<file path="config.mk">
export PLATFORM = sky130hd
export DESIGN_NAME = fetch_unit_flat
export DESIGN_NICKNAME = d
export VERILOG_FILES = /design/src/rtl/fetch_pkg.sv /design/src/rtl/fetch_if.sv /design/src/rtl/fetch_fifo.sv /design/src/rtl/fetch_unit.sv /design/src/flat_wrapper.sv
export SDC_FILE = /design/constraint.sdc
export NUM_CORES = 1
export LEC_CHECK = 0
export CAP_MARGIN = 20
export CORE_ASPECT_RATIO = 0.8
export CORE_UTILIZATION = 40
export CTS_BUF_LIST = sky130_fd_sc_hd__clkbuf_8
export DETAILED_ROUTE_END_ITERATION = 7
export HOLD_SLACK_MARGIN = 0.06
export PLACE_DENSITY = 0.69
export SLEW_MARGIN = 20
export SYNTH_ARGS = -nofsm -noshare
export SYNTH_HDL_FRONTEND = slang
export SYNTH_HIERARCHICAL = 1
export SYNTH_SLANG_ARGS = --single-unit
</file>
<file path="constraint.sdc">
create_clock -name clock -period 3.04 [get_ports clock]
set_clock_uncertainty 0.1 [all_clocks]
set_input_delay 0.608 -clock clock [delete_from_list [all_inputs] [get_ports clock]]
set_output_delay 0.608 -clock clock [all_outputs]
set_load 0.1 [all_outputs]
</file>
<file path="src/rtl/fetch_pkg.sv">
// fetch_pkg -- shared definitions for the instruction fetch stage.
//   FETCH_ADDR_W / FETCH_INSTR_W : default address and instruction widths
//   opcode_t, OP_*               : opcode field values seen by fetch predecode
//   fetch_state_e                : fetch controller states
package fetch_pkg;

  localparam int FETCH_ADDR_W  = 16;
  localparam int FETCH_INSTR_W = 16;

  typedef logic [3:0] opcode_t;

  localparam opcode_t OP_NOP = 4'd0;
  localparam opcode_t OP_BZ  = 4'd13;
  localparam opcode_t OP_JMP = 4'd14;

  // FETCH: free to issue; WAIT: request outstanding;
  // DROP: request outstanding whose data belongs to a flushed path
  typedef enum logic [1:0] {FETCH, WAIT, DROP} fetch_state_e;

endpackage

</file>
<file path="src/rtl/fetch_if.sv">
// fetch_if -- instruction memory req/ack bus.
//   req   : fetch request, held with stable addr until ack
//   addr  : word address of the request
//   ack   : completes the transaction in any cycle where req=1
//   rdata : instruction word, valid while ack=1
// Modports: master (fetch unit), slave (instruction memory).
interface fetch_if import fetch_pkg::*; #(
  parameter int ADDR_W  = FETCH_ADDR_W,
  parameter int INSTR_W = FETCH_INSTR_W
);

  logic               req;
  logic [ADDR_W-1:0]  addr;
  logic               ack;
  logic [INSTR_W-1:0] rdata;

  modport master (output req, addr, input ack, rdata);
  modport slave  (input req, addr, output ack, rdata);

endinterface

</file>
<file path="src/rtl/fetch_fifo.sv">
// fetch_fifo -- DEPTH-entry synchronous prefetch FIFO of {instr, pc}.
//   clock, reset_n        : clock, async active-low reset
//   push, push_instr/pc   : write an entry (caller guarantees space)
//   pop                   : remove the head (caller guarantees non-empty)
//   flush                 : empty the FIFO; wins over push and pop
//   count                 : current occupancy
//   head_instr, head_pc   : head entry, combinational from storage
module fetch_fifo import fetch_pkg::*; #(
  parameter int ADDR_W  = FETCH_ADDR_W,
  parameter int INSTR_W = FETCH_INSTR_W,
  parameter int DEPTH   = 2,
  localparam int PTR_W  = $clog2(DEPTH),
  localparam int CNT_W  = PTR_W + 1
) (
  input  logic               clock,
  input  logic               reset_n,
  input  logic               push,
  input  logic [INSTR_W-1:0] push_instr,
  input  logic [ADDR_W-1:0]  push_pc,
  input  logic               pop,
  input  logic               flush,
  output logic [CNT_W-1:0]   count,
  output logic [INSTR_W-1:0] head_instr,
  output logic [ADDR_W-1:0]  head_pc
);

  logic [INSTR_W-1:0] instr_mem [DEPTH];
  logic [ADDR_W-1:0]  pc_mem    [DEPTH];
  logic [PTR_W-1:0]   wr_ptr;
  logic [PTR_W-1:0]   rd_ptr;

  // Storage is cleared on reset so the head reads as zero out of reset;
  // DEPTH is a power of two so pointers wrap on their own.
  always_ff @(posedge clock or negedge reset_n) begin
    if (!reset_n) begin
      wr_ptr <= '0;
      rd_ptr <= '0;
      count  <= '0;
      for (int i = 0; i < DEPTH; i++) begin
        instr_mem[i] <= '0;
        pc_mem[i]    <= '0;
      end
    end else if (flush) begin
      wr_ptr <= '0;
      rd_ptr <= '0;
      count  <= '0;
    end else begin
      if (push) begin
        instr_mem[wr_ptr] <= push_instr;
        pc_mem[wr_ptr]    <= push_pc;
        wr_ptr            <= wr_ptr + PTR_W'(1);
      end
      if (pop) begin
        rd_ptr <= rd_ptr + PTR_W'(1);
      end
      count <= count + CNT_W'(push) - CNT_W'(pop);
    end
  end

  assign head_instr = instr_mem[rd_ptr];
  assign head_pc    = pc_mem[rd_ptr];

endmodule

</file>
<file path="src/rtl/fetch_unit.sv">
// fetch_unit -- instruction fetch stage of the 16-bit 5-stage pipeline.
//   clock, reset_n         : clock, async active-low reset
//   imem (fetch_if.master) : instruction memory req/ack bus, one outstanding
//   redirect, redirect_pc  : branch/jump redirect pulse and target
//   instr_valid/ready      : handshake toward decode
//   instr, instr_pc        : prefetch FIFO head word and its address
// Optional feature: define FETCH_JUMP_PREDECODE_EN to follow jmp (opcode 14)
// targets directly from fetched words instead of continuing sequentially.
module fetch_unit import fetch_pkg::*; #(
  parameter int ADDR_W    = FETCH_ADDR_W,
  parameter int INSTR_W   = FETCH_INSTR_W,
  parameter int BUF_DEPTH = 2,
  parameter logic [ADDR_W-1:0] RESET_PC = '0
) (
  input  logic               clock,
  input  logic               reset_n,
  fetch_if.master            imem,
  input  logic               redirect,
  input  logic [ADDR_W-1:0]  redirect_pc,
  output logic               instr_valid,
  input  logic               instr_ready,
  output logic [INSTR_W-1:0] instr,
  output logic [ADDR_W-1:0]  instr_pc
);

  localparam int CNT_W = $clog2(BUF_DEPTH) + 1;
  localparam logic [CNT_W-1:0] DEPTH_C = CNT_W'(BUF_DEPTH);

  fetch_state_e      state_q, state_d;
  logic [ADDR_W-1:0] addr_q, addr_d;
  logic [ADDR_W-1:0] pc_q, pc_d;
  logic [ADDR_W-1:0] next_pc;
  logic [CNT_W-1:0]  count;
  logic              push;
  logic              pop;
  logic              room_after_push;

  fetch_fifo #(
    .ADDR_W (ADDR_W),
    .INSTR_W(INSTR_W),
    .DEPTH  (BUF_DEPTH)
  ) u_fifo (
    .clock     (clock),
    .reset_n   (reset_n),
    .push      (push),
    .push_instr(imem.rdata),
    .push_pc   (addr_q),
    .pop       (pop),
    .flush     (redirect),
    .count     (count),
    .head_instr(instr),
    .head_pc   (instr_pc)
  );

  assign imem.req    = (state_q != FETCH);
  assign imem.addr   = addr_q;
  assign instr_valid = (count != '0);
  assign pop         = instr_valid && instr_ready;

  // A same-cycle decode pop frees a slot, which keeps single-cycle acks
  // streaming at one word per cycle.
  assign room_after_push = (count + CNT_W'(1) - CNT_W'(pop)) < DEPTH_C;

`ifdef FETCH_JUMP_PREDECODE_EN
  logic jmp_hit;
  assign jmp_hit = (opcode_t'(imem.rdata[INSTR_W-1 -: 4]) == OP_JMP);
  assign next_pc = jmp_hit ? ADDR_W'(imem.rdata[11:0]) : addr_q + ADDR_W'(1);
`else
  assign next_pc = addr_q + ADDR_W'(1);
`endif

  always_ff @(posedge clock or negedge reset_n) begin
    if (!reset_n) begin
      state_q <= FETCH;
      addr_q  <= RESET_PC;
      pc_q    <= RESET_PC;
    end else begin
      state_q <= state_d;
      addr_q  <= addr_d;
      pc_q    <= pc_d;
    end
  end

  // pc_q is the next address to issue when no request is in flight; addr_q
  // only moves when a new request is issued, so it stays put until ack.
  always_comb begin
    state_d = state_q;
    addr_d  = addr_q;
    pc_d    = pc_q;
    push    = 1'b0;
    case (state_q)
      FETCH: begin
        if (redirect) begin
          pc_d    = redirect_pc;
          addr_d  = redirect_pc;
          state_d = WAIT;
        end else if (count < DEPTH_C) begin
          addr_d  = pc_q;
          state_d = WAIT;
        end
      end
      WAIT: begin
        if (redirect) begin
          pc_d = redirect_pc;
          if (imem.ack) begin
            addr_d = redirect_pc;
          end else begin
            state_d = DROP;
          end
        end else if (imem.ack) begin
          push = 1'b1;
          pc_d = next_pc;
          if (room_after_push) begin
            addr_d = next_pc;
          end else begin
            state_d = FETCH;
          end
        end
      end
      DROP: begin
        // The FIFO was flushed on entry and nothing is pushed here, so the
        // issue on ack always has space.
        if (redirect) begin
          pc_d = redirect_pc;
        end
        if (imem.ack) begin
          addr_d  = redirect ? redirect_pc : pc_q;
          state_d = WAIT;
        end
      end
      default: state_d = FETCH;
    endcase
  end

endmodule

</file>
<file path="src/flat_wrapper.sv">
// flat-port wrapper written by rule: the top's interface ports become plain ports
module fetch_unit_flat import fetch_pkg::*;
#(
  parameter int ADDR_W    = FETCH_ADDR_W,
  parameter int INSTR_W   = FETCH_INSTR_W,
  parameter int BUF_DEPTH = 2,
  parameter logic [ADDR_W-1:0] RESET_PC = '0
)
  (clock, reset_n, redirect, redirect_pc, instr_valid, instr_ready, instr, instr_pc, imem_req, imem_addr, imem_ack, imem_rdata);
  fetch_if #(.ADDR_W(ADDR_W), .INSTR_W(INSTR_W)) imem_i ();
  input  logic clock;
  input  logic reset_n;
  input  logic redirect;
  input  logic [ADDR_W-1:0] redirect_pc;
  output logic instr_valid;
  input  logic instr_ready;
  output logic [INSTR_W-1:0] instr;
  output logic [ADDR_W-1:0] instr_pc;
  output wire logic [$bits(imem_i.req)-1:0] imem_req;
  output wire logic [$bits(imem_i.addr)-1:0] imem_addr;
  input wire logic [$bits(imem_i.ack)-1:0] imem_ack;
  input wire logic [$bits(imem_i.rdata)-1:0] imem_rdata;
  assign imem_req = imem_i.req;
  assign imem_addr = imem_i.addr;
  assign imem_i.ack = imem_ack;
  assign imem_i.rdata = imem_rdata;
  fetch_unit #(.ADDR_W(ADDR_W), .INSTR_W(INSTR_W), .BUF_DEPTH(BUF_DEPTH), .RESET_PC(RESET_PC)) u_core (.clock(clock), .reset_n(reset_n), .imem(imem_i), .redirect(redirect), .redirect_pc(redirect_pc), .instr_valid(instr_valid), .instr_ready(instr_ready), .instr(instr), .instr_pc(instr_pc));
endmodule
</file>
==> results of run 1 <==
-- flip-flops by register name, indices dropped and copies added (netlist names) --
| name | flops |
|---|---|
| u_core/u_fifo/count | 2 |
| u_core/u_fifo/pc_mem | 32 |
| u_core/u_fifo/instr_mem | 32 |
| u_core/pc_q | 16 |
| u_core/imem.addr | 16 |
| u_core/u_fifo/wr_ptr | 1 |
| u_core/u_fifo/rd_ptr | 1 |
| u_core/state_q | 2 |
-- worst min-delay path by stage --
stage / startpoint / end / slack [ns] / cells past startpoint
6_report: reset_n / u_core/u_fifo/instr_mem[29] / 0.16 / 1
5_1_grt: reset_n / u_core/u_fifo/instr_mem[29] / 0.19 / 1
4_1_cts: reset_n / u_core/u_fifo/instr_mem[29] / 0.17 / 1
3_5_place_dp: u_core/u_fifo/instr_mem[20] / u_core/u_fifo/instr_mem[20] / 0.38 / 1
3_3_place_gp: u_core/u_fifo/instr_mem[20] / u_core/u_fifo/instr_mem[20] / 0.37 / 1
2_1_floorplan: reset_n / u_core/imem.addr[0] / 0.21 / 0
-- critical path: stages (launching register included) --
cell and delay (ns):
dfrtp_1 0.56, buf_12 0.25, mux2_2 0.40, buf_12 0.17
-- area by class of cell --
class | count | area (um2) | share of cell area [%]
Clock buffer | 9 | 124 | 1.76
Clock inverter | 7 | 72.6 | 1.03
Inverter | 12 | 47.5 | 0.677
Multi-Input combinational cell | 346 | 2730 | 38.8
Sequential cell | 102 | 2550 | 36.3
Tap cell | 175 | 219 | 3.12
Timing Repair Buffer | 102 | 1290 | 18.3
-- per-layer routing --
metal,share of wire [%],up-vias,GRT usage (%)
li1,-,1938,-
met1,46,2058,26.8
met2,48,107,31.3
met3,4.7,13,3.81
met4,0.97,0,4.52
met5,0,-,0
-- through the flow --
stage / instance area [um2] / instances / hold slack [ns] / setup slack (ns) / utilization, %
6_report: 7030 / 753 / 0.160 / 0.560 / 53.6
5_1_grt: 7030 / 753 / 0.194 / 0.495 / 53.6
4_1_cts: 7030 / 753 / 0.168 / 0.538 / 53.6
3_5_place_dp: 6830 / 737 / 0.380 / 0.488 / 52.1
3_3_place_gp: 6830 / 737 / 0.366 / 0.533 / 52.1
2_1_floorplan: 5460 / 487 / 0.212 / 0.583 / -
-- cell families after synthesis --
| logic type | after synthesis | synth area share [%] |
|---|---|---|
| AOI/OAI and AO/OA | 105 | 12.3 |
| xor gates and xnor gates | 18 | 3.14 |
| adders and majority gates | 3 | 0.687 |
| buffers and inverters | 39 | 3.41 |
| DFF | 102 | 46.7 |
| muxes | 103 | 21.2 |
| and+or+nand+nor | 117 | 12.6 |
-- cells in the mapped netlist (4+ instances only) --
| cell | instances |
|---|---|
| nor2_1 | 35 |
| xor2_1 | 4 |
| and2_1 | 4 |
| inv_1 | 11 |
| o21ai_0 | 18 |
| a31oi_1 | 5 |
| clkbuf_1 | 10 |
| a211oi_1 | 6 |
| nand2b_1 | 13 |
| nor3_1 | 7 |
| mux2_2 | 100 |
| a21oi_1 | 26 |
| nand3_1 | 5 |
| o31ai_1 | 4 |
| dfrtp_1 | 102 |
| nand2_1 | 21 |
| nor2b_1 | 7 |
| a22o_1 | 4 |
| buf_2 | 9 |
| buf_4 | 6 |
| xnor2_1 | 13 |
| o22ai_1 | 22 |
==> results.toml, run 1 <==
[floorplan]
io_pins = 87
dieArea_um2 = 14100
start_util_pct = 41.7
die_h_um = 107
rows = 37
die_x_um = 133
core_um2 = 13100

[detailed_routing]
dr.pass1.iters = 5
ant_nets = 0
drc = 0
drtIter0Drc = 280
wirelength_um = 13400
vias = 4116
viasPerCell = 5.47
wire_per_inst_um = 17.8

[synthesis]
synth_nets = 527
yosys_warnings = 6
synth_top_cell_by_area = "dfrtp_1"
mappedNetlistArea_um2 = 5460
synth-async-reset-ratio_pct = 100
synth_edf_count = 0
netlist.area_leader.share_pct = 46.7
netlist_instances = 487
synth_area_leaders = "dfrtp_1 (47%), mux2_2 (21%), o22ai_1 (2.5%)"
ys.flop_type = "dfrtp_1"
seq_area_frac_synth_pct = 46.7
synthDistinctLibCells = 58
syn_area_per_cell_um2 = 11.2
synth-seq-cells = 102

[global_route]
grt_max_degree = 54
antenna_found_initial = 0
grt_usage_pct = 19.4
grt_pass1_vias = 4054
grt.overflow.total = 0
grt_pass1_wl_um = 21300

[place]
place.gp.congestion = 0.856
hpwl_um = 9530
io_buffers = 86

[timing]
rsz0062_at_grt = "no"
maxSlewViolCount = 0
max_clock_freq_mhz = 403
period_minus_slack_ns = 2.48
tightest_slew_ns = 0.664
period_share_pct = 81.6
slew_headroom_pct = 55.8
setup_viol = 0
setup-tns-final_ns = 0
hold_viol = 0

[critical_path]
rrSetupSlack_ns = 0.73
cp-startpoint = "u_core/u_fifo/rd_ptr"
r2r_start = "u_core/state_q[1]"
endpoint = "instr_pc[4]"
cp-start-kind = "flop"
cp.required_ns = 2.33
r2r-end = "u_core/u_fifo/instr_mem[23]"
r2r_cells = 7
critical_path.endpoint_type = "primary output"
cp_data_arrival_time_ns = 1.77
critical_path_class = "reg -> out"
worstPathMaxFanout = 27

[clock_network]
cts_hold_buf = 0
clk_latency_ns = 0.37
clock-sinks = 102
htree_levels = 3
cts_setup_buffers = 0
clkTransAtPathRegs_ns = 0.10
cts_root_buf = "clkbuf_8"
cts_tree = "yes"
cts_made_buffers = 9
postCtsResizedCells = 0
cts_max_path_buffers = 2

[run]
cap_viol_max_count = 0

[status]
status = "completed"

[final_layout]
drive_above_1_share_pct = 34.8
mostFrequentLayoutCells = "dfrtp_1 (102), mux2_2 (100), buf_12 (35), nor2_1 (35), clkdlybuf4s50_1 (34)"
fillers = 1146
final_common_cell = "dfrtp_1"
diodes = 0
fin_nets = 613
area_growth_syn_to_layout_pct = 28.6

[hold_path]
hp-class = "in -> async"
Power of run 1 is not shown: default switching activity piles up to over one toggle a cycle in this logic, so the estimate is an artifact.
==> inputs of run 2 (changes only) <==
==> constraint.sdc (replaced) <==
create_clock -name clock -period 2.3 [get_ports clock]
set_clock_uncertainty 0.1 [all_clocks]
set_input_delay 0.46 -clock clock [delete_from_list [all_inputs] [get_ports clock]]
set_output_delay 0.46 -clock clock [all_outputs]
set_load 0.1 [all_outputs]
==> results.toml, run 2 (synthesis gave the netlist of run 1 again) <==
[floorplan]
rows = 37
dieArea_um2 = 14100
start_util_pct = 41.7
core_um2 = 13100
die_x_um = 133
io_pins = 87
die_h_um = 107

[place]
place.gp.congestion = 0.863
hpwl_um = 9350
io_buffers = 86

[run]
cap_viol_max_count = 0

[clock_network]
cts_max_path_buffers = 2
clkTransAtPathRegs_ns = 0.10
cts_root_buf = "clkbuf_8"
clock-sinks = 102
cts_made_buffers = 9
cts_tree = "yes"
htree_levels = 3
clk_latency_ns = 0.37

[timing]
max_clock_freq_mhz = 469
setup-tns-final_ns = 0
maxSlewViolCount = 0
slew_headroom_pct = 67.0
rsz0062_at_grt = "no"
setup_viol = 0
hold_viol = 0
period_share_pct = 92.7
tightest_slew_ns = 0.493
period_minus_slack_ns = 2.13

[detailed_routing]
dr.pass1.iters = 6
wirelength_um = 13200
wire_per_inst_um = 17.3
drtIter0Drc = 321
ant_nets = 0
vias = 4210
viasPerCell = 5.51
drc = 0

[final_layout]
drive_above_1_share_pct = 37.7
reg.largest.list = "u_core/u_fifo/instr_mem: 32 flops, u_core/u_fifo/pc_mem: 32 flops"
mostFrequentLayoutCells = "mux2_2 (100), dfrtp_1 (92), buf_4 (39), buf_12 (38), nor2_1 (35)"
area_growth_syn_to_layout_pct = 30.8
fin_nets = 624
final_common_cell = "mux2_2"
diodes = 0

[global_route]
grt_pass1_vias = 4278
grt_usage_pct = 19.7
grt.overflow.total = 0
grt_pass1_wl_um = 22100
antenna_found_initial = 0
grt_max_degree = 50

[critical_path]
cp_data_arrival_time_ns = 1.57
cp.required_ns = 1.74
rrSetupSlack_ns = 0.33
r2r_cells = 5
r2r-end = "u_core/imem.addr[4]"
endpoint = "instr_pc[5]"
r2r_start = "u_core/state_q[0]"
cp-start-kind = "flop"
worstPathMaxFanout = 26
critical_path.endpoint_type = "primary output"
cp-startpoint = "u_core/u_fifo/rd_ptr"
critical_path_class = "reg -> out"

[status]
status = "completed"

[hold_path]
hp-class = "reg -> reg"
[run 2: changes by cell type in the layout (fill, tap and decap cells not counted), sizes merged]
cell         previous run  this run
bufinv                  1         0
buf                    68        78
dlygate4sd3             0         1
clkinv                  2         3
[run 2: final cells by class]
type | count | area (um2)
Fill cell | 1106 | 5950
Multi-Input combinational cell | 346 | 2730
Sequential cell | 102 | 2560
Timing Repair Buffer | 113 | 1410
Tap cell | 175 | 219
Clock buffer | 9 | 124
Clock inverter | 7 | 57.6
Inverter | 12 | 47.5
[run 2: metal layers]
metal	wire, um	global-route usage [%]	vias to the layer above
li1	-	-	1963
met1	6020	26.8	2104
met2	6340	32.2	128
met3	685	3.53	15
met4	174	5.67	0
met5	0	0	-
[run 2: worst max-delay path: stages (launching register included)]
cell and delay, ns:
dfrtp_1 0.41, buf_12 0.21, mux2_2 0.40, buf_12 0.17
[run 2: worst min-delay path by stage]
stage / startpoint / end / slack [ns] / cells past startpoint
6_report: u_core/u_fifo/instr_mem[20] / u_core/u_fifo/instr_mem[20] / 0.40 / 1
5_1_grt: u_core/u_fifo/instr_mem[10] / u_core/u_fifo/instr_mem[10] / 0.42 / 1
4_1_cts: u_core/u_fifo/instr_mem[19] / u_core/u_fifo/instr_mem[19] / 0.41 / 1
3_5_place_dp: reset_n / u_core/u_fifo/instr_mem[30] / 0.35 / 1
3_3_place_gp: reset_n / u_core/u_fifo/instr_mem[30] / 0.34 / 1
2_1_floorplan: reset_n / u_core/imem.addr[0] / 0.06 / 0
[run 2: what timing repair did]
action | in CTS | in global routing
resized for setup | 0 | 0
endpoints found under the setup margin | 0 | 0
hold buffers | 1 | 0
buffers inserted | 0 | 0
endpoints found under the hold margin | 31 | 0
[run 2: through the flow]
step	instances	util [%]	hold slack [ns]	cell area (um2)	setup slack [ns]
finish	764	54.6	0.405	7150	0.169
global route	764	54.6	0.424	7150	0.106
CTS	764	54.6	0.409	7150	0.153
detailed placement	747	53.1	0.348	6960	0.0578
global placement	747	53.1	0.342	6960	0.0688
floorplan	487	-	0.0644	5480	0.0389
Power of run 2 is left out for the same reason.
==> inputs of run 3 (changes only) <==
--- a/config.mk
+++ b/config.mk
@@ -5,7 +5,7 @@
 export SDC_FILE = /design/constraint.sdc
 export NUM_CORES = 1
 export LEC_CHECK = 0
-export CAP_MARGIN = 20
+export CAP_MARGIN = 10
 export CORE_ASPECT_RATIO = 0.8
 export CORE_UTILIZATION = 40
 export CTS_BUF_LIST = sky130_fd_sc_hd__clkbuf_8
==> results of run 3 <==
Final layout, timing and power as in run 2 (identical DEF).
Power of run 3 is left out for the same reason.
